--- config.mk ---
export PLATFORM = sky130hd
export DESIGN_NAME = key_scheduler
export DESIGN_NICKNAME = d
export VERILOG_FILES = /design/src/rtl/key_scheduler.sv
export SDC_FILE = /design/constraint.sdc
export NUM_CORES = 1
export LEC_CHECK = 0
export BUFFER_PORTS_ARGS = -buffer_cell sky130_fd_sc_hd__buf_2
export CAP_MARGIN = 10
export CORE_UTILIZATION = 35
export CTS_CLUSTER_SIZE = 10
export DETAILED_ROUTE_END_ITERATION = 10
export PLACE_DENSITY = 0.6
export REMOVE_ABC_BUFFERS = 1
export SLEW_MARGIN = 20
export SYNTH_ARGS = -nofsm -noshare
export SYNTH_HDL_FRONTEND = slang
export SYNTH_SLANG_ARGS = --single-unit
--- constraint.sdc ---
create_clock -name clk -period 4.2 [get_ports clk]
set_input_delay 0.21 -clock clk [delete_from_list [all_inputs] [get_ports clk]]
set_output_delay 0.21 -clock clk [all_outputs]
set_load 0.02 [all_outputs]
--- src/rtl/key_scheduler.sv ---
// rtl/key_scheduler.sv - RC4 key-scheduling (KSA) sequencer driving a 256x8 S-memory.
// Optional identity fill state compiled in with KEY_SCHEDULER_INIT_EN.
module key_scheduler #(
    parameter int KEY_WIDTH = 24
) (
    input  logic                 clk,
    input  logic                 reset,
    input  logic                 start,
    input  logic [KEY_WIDTH-1:0] key,
    output logic                 busy,
    output logic                 finished,
    output logic [7:0]           address,
    output logic [7:0]           data,
    output logic                 wren,
    input  logic [7:0]           q
);

    localparam int KB  = KEY_WIDTH / 8;
    localparam int KIW = (KB > 1) ? $clog2(KB) : 1;
    localparam logic [KIW-1:0] KIDX_LAST = KIW'(KB - 1);

    typedef enum logic [3:0] {
        IDLE, INIT, RD_I, LD_I, RD_J, LD_J, WR_I, WR_J, DONE
    } state_t;

    state_t               state;
    logic [KEY_WIDTH-1:0] key_reg;
    logic [7:0]           i;
    logic [7:0]           j;
    logic [7:0]           si;
    logic [KIW-1:0]       kidx;
    logic [KEY_WIDTH-1:0] key_shift;
    logic [7:0]           key_byte;
    logic [7:0]           j_sum;

    // kidx tracks i mod KB so no divider is needed; shifting brings that byte to the top.
    always_comb begin
        key_shift = key_reg << {kidx, 3'b000};
        key_byte  = key_shift[KEY_WIDTH-1 -: 8];
        j_sum     = j + q + key_byte;
    end

    always_ff @(posedge clk) begin
        if (reset) begin
            state    <= IDLE;
            key_reg  <= '0;
            i        <= '0;
            j        <= '0;
            si       <= '0;
            kidx     <= '0;
            busy     <= 1'b0;
            finished <= 1'b0;
            address  <= '0;
            data     <= '0;
            wren     <= 1'b0;
        end else begin
            case (state)
                IDLE: begin
                    if (start) begin
                        key_reg <= key;
                        i       <= '0;
                        j       <= '0;
                        kidx    <= '0;
                        busy    <= 1'b1;
                        address <= '0;
                        data    <= '0;
`ifdef KEY_SCHEDULER_INIT_EN
                        wren    <= 1'b1;
                        state   <= INIT;
`else
                        wren    <= 1'b0;
                        state   <= RD_I;
`endif
                    end
                end
`ifdef KEY_SCHEDULER_INIT_EN
                INIT: begin
                    if (i == 8'hFF) begin
                        i       <= '0;
                        address <= '0;
                        wren    <= 1'b0;
                        state   <= RD_I;
                    end else begin
                        i       <= i + 8'd1;
                        address <= i + 8'd1;
                        data    <= i + 8'd1;
                    end
                end
`endif
                RD_I: begin
                    state <= LD_I;
                end
                LD_I: begin
                    si      <= q;
                    j       <= j_sum;
                    address <= j_sum;
                    state   <= RD_J;
                end
                RD_J: begin
                    state <= LD_J;
                end
                // The data register doubles as the sj latch for the WR_I write.
                LD_J: begin
                    data    <= q;
                    address <= i;
                    wren    <= 1'b1;
                    state   <= WR_I;
                end
                WR_I: begin
                    address <= j;
                    data    <= si;
                    state   <= WR_J;
                end
                WR_J: begin
                    wren <= 1'b0;
                    if (i == 8'hFF) begin
                        finished <= 1'b1;
                        state    <= DONE;
                    end else begin
                        i       <= i + 8'd1;
                        address <= i + 8'd1;
                        kidx    <= (kidx == KIDX_LAST) ? '0 : kidx + 1'b1;
                        state   <= RD_I;
                    end
                end
                DONE: begin
                    finished <= 1'b0;
                    busy     <= 1'b0;
                    state    <= IDLE;
                end
                default: begin
                    wren     <= 1'b0;
                    busy     <= 1'b0;
                    finished <= 1'b0;
                    state    <= IDLE;
                end
            endcase
        end
    end

endmodule

==> metrics.log <==
[metrics] Detailed Route Iter0 Violations: 178
[metrics] Async SR Flop Fraction: 0%
[metrics] final cell count without fillers: 622
[metrics] tightest hold margin: 0.0847 ns
[metrics] share of power burned in registers: 46.8%
[metrics] largest buffer count on any clock path: 2
[metrics] share of synthesized area occupied by flip-flops and latches: 40.1%
[metrics] total via count after detailed routing: 3290
[metrics] accumulated negative setup slack: 0 ns
[metrics] starting density of the core: 36.7%
[metrics] DR DRC count: 0
[metrics] result of the run: finished, final reports clean
[metrics] post-detailed-route via-to-cell ratio: 5.29
[metrics] num ports: 54
[metrics] Register-to-Register Setup Slack: 0.81 ns
[metrics] type of destination of the critical path: flip-flop
[metrics] All-Layer GR Usage: 17.9%
[metrics] height of the chip: 104 µm
[metrics] die extent in x: 104 µm
[metrics] most used flip-flop cell after synthesis: dfxtp_1
[metrics] Final Hold Viols: 0
[metrics] total placed cells including tap cells: 606
[metrics] buffers inserted by post-CTS timing repair: 0
[metrics] summed instance area of the synthesized netlist: 3640 µm²
[metrics] cell with the biggest individual delay on the critical path: dfxtp_1
[metrics] end-of-flow core utilization: 42.5%
[metrics] Distinct cells, synth: 55
[metrics] area of the multi-input gates: 2030 µm²
[metrics] Gate Count Post-Synth: 445
[metrics] Internal Power: 1.16 mW
[metrics] number of enable flip-flop cells after synthesis: 0
[metrics] initial antenna violation count: 0
[metrics] depth of the worst register-to-register path: 11
[metrics] power density relative to cell area: 383 nW/µm²
[metrics] Post-DRT Antenna Nets: 0
[metrics] area taken by flip-flops and latches: 1460 µm²
[metrics] unrepaired setup endpoints after global routing: false
[metrics] portion of total power attributed to combinational logic: 14.4%
[metrics] worst vdd rail ir drop: 0.173 mV
[metrics] total gr overflow: 0
[metrics] Critical Path Start Type: flip-flop
[metrics] delay contributed by the slowest stage of the critical path: 0.51 ns
[metrics] placed wire-length estimate: 6.78 mm
[metrics] largest driver fanout on the critical path: 12
[metrics] main area contributors after synthesis: dfxtp_1 40%, nand2_1 10%, a21oi_1 7.8%
[metrics] maximum capacitance violations: 0
[metrics] total of fill cells in the finished design: 1037
[metrics] min Tclk post-route: 3.39 ns
[metrics] Mapped Avg Cell Area: 8.18 µm²
[metrics] Min-Delay Path Depth: 3
[metrics] area overhead of the layout relative to synthesis: 15.6%
[metrics] clock tree from TritonCTS: built
[metrics] number of standard-cell rows in the floorplan: 36
[metrics] highest clock frequency the design can meet: 0.295 GHz
[metrics] Clk Tree Root Cell: clkbuf_8
[metrics] CTS Hold Bufs: 0
[metrics] P_sw: 0.449 mW
[metrics] clock tree sinks: 73
[metrics] clock-pin slew of the registers on the worst-case setup and hold paths: 0.08 ns
[metrics] warning count from the yosys run: 0
[metrics] clock share of power: 38.8%
[metrics] Pre-antenna DRT Iters: 4
[metrics] share of the synthesized area in the top cell type: 40.1%
[metrics] clock buffer count from CTS: 9
[metrics] clock latency on the worst-skew pair: 0.35 ns
[metrics] total die area: 10800 µm²
[metrics] kind of path behind the tightest hold check: input pin to flip-flop
[metrics] number of synthesized register bits: 73
[metrics] proportion of layout cells with a drive suffix above 1: 17.2%
[metrics] worst setup path category: flip-flop to flip-flop
[metrics] Layout Skew: 0.0113 ns
[metrics] H-Tree Level Count: 3
[metrics] weighted congestion at the end of routability-driven global placement: 0.890
[metrics] vias in the first global route: 3089
[metrics] DRT Wirelength: 9.46 mm
[metrics] critical path cell sequence: nor2b_1 > a21oi_1 > fa_1 > inv_1 > ha_1 > fa_1 > a21o_1 > a21oi_1 > mux2i_1 > a221oi_1 > o31ai_1
[metrics] net switching share of the total power: 27.9%
[metrics] flip-flop count of the largest register, all copies and words added: 24
[metrics] Nets: 534
[metrics] routed length per placed instance: 15.2 µm
[metrics] wire length of the first global-routing pass: 15.5 mm
[metrics] I/O Buffers: 53
[metrics] number of setup violations in the final report: 0
[metrics] relative max-transition margin: 36.4%
[metrics] floorplan core area: 9910 µm²
[metrics] # diodes: 0
[metrics] leak pwr: 1.61 nW
[metrics] largest net degree at the start of global routing: 41
[metrics] area leader, netlist: dfxtp_1
[metrics] post-cts repair resize count: 0
[metrics] Worst Path Required: 4.46 ns
[metrics] endpoint arrival time on the critical path: 3.65 ns
[metrics] share of the cycle needed by the critical path after routing: 80.7%
[metrics] Total Power Consumption: 1.61 mW
[metrics] max-slew violations: 0
[metrics] measured slew at the worst slew-check pin: 0.951 ns
Yosys cell counts, drive strengths merged (4+ instances only):
cell type,n
a211oi,5
a21oi,57
a221oi,6
a222oi,8
a31oi,4
buf,12
clkbuf,17
dfxtp,73
fa,8
ha,7
inv,8
mux2i,12
nand2,100
nand2b,4
nand3,6
nor2,37
nor3,10
o21ai,19
xnor2,5
xor2,5
path summary, 6_finish.rpt:
kind / from / end
worst max register to register: kidx[1]$_SDFFE_PP0P_ / address[5]$_SDFFE_PP0P_
worst min register to register: key_reg[13]$_SDFFE_PP0P_ / key_reg[13]$_SDFFE_PP0P_
worst max-delay path: kidx[1]$_SDFFE_PP0P_ / address[5]$_SDFFE_PP0P_
worst min-delay path: key[11] / key_reg[11]$_SDFFE_PP0P_
placed cells by master, fill, tap and decap left out, types with 6 or more instances in the layout:
master | Yosys | routed
a21oi_1 | 57 | 57
mux2i_1 | 12 | 12
ha_1 | 7 | 7
clkbuf_8 | 0 | 10
nor2_1 | 36 | 36
fa_1 | 8 | 8
nand3_1 | 6 | 6
nor3_1 | 9 | 9
inv_1 | 8 | 8
nand2_1 | 100 | 100
buf_2 | 8 | 53
a222oi_1 | 8 | 8
dfxtp_1 | 73 | 73
o21ai_0 | 18 | 18
cell type report:
type	instances	share of cell area (%)
multi-input combinational	335	48.2
clock inverter	6	2.14
tap	133	3.95
inverter	8	0.713
sequential	73	34.7
timing repair buffer	57	7.01
clock buffer	10	3.27
critical path: cells and delay by family, from the launching register on:
family | cells | cell delay (ns)
buffers and inverters | 1 | 0.04
flip-flops | 1 | 0.51
adder cells (fa/ha/maj) | 3 | 1.12
multiplexers | 1 | 0.24
AO/OA/AOI/OAI | 5 | 0.92
AND/OR/NAND/NOR | 1 | 0.46
power by group through the flow:
| stage | clock network, mW | registers (mW) | logic [mW] |
|---|---|---|---|
| 5_1_grt | 0.670 | 0.760 | 0.260 |
| 3_3_place_gp | 0 | 0.771 | 0.227 |
| 2_1_floorplan | 0 | 0.769 | 0.139 |
| 4_1_cts | 0.641 | 0.755 | 0.232 |
| 6_report | 0.626 | 0.755 | 0.232 |
| 3_5_place_dp | 0 | 0.771 | 0.230 |
cell families after synthesis:
kind of cell / synth area share, %
buf+inv: 4.30
xor+xnor: 2.41
simple gates: 22.4
flops: 40.1
mux: 3.30
compound gates: 20.7
fa+ha+maj: 6.80
through the flow:
step | setup slack [ns] | area (µm²)
3_3_place_gp | 0.985 | 3980
4_1_cts | 0.840 | 4210
3_5_place_dp | 0.871 | 3980
2_1_floorplan | 1.19 | 3510
5_1_grt | 0.567 | 4210
6_report | 0.810 | 4210
metal layers:
metal | up-vias | wire, µm | track usage (%)
met3 | 13 | 478 | 4.32
met5 | - | 0 | 0
met1 | 1545 | 4550 | 24.2
li1 | 1636 | - | -
met2 | 96 | 4300 | 28.0
met4 | 0 | 137 | 5.82
(Power assumes the default switching activity.)
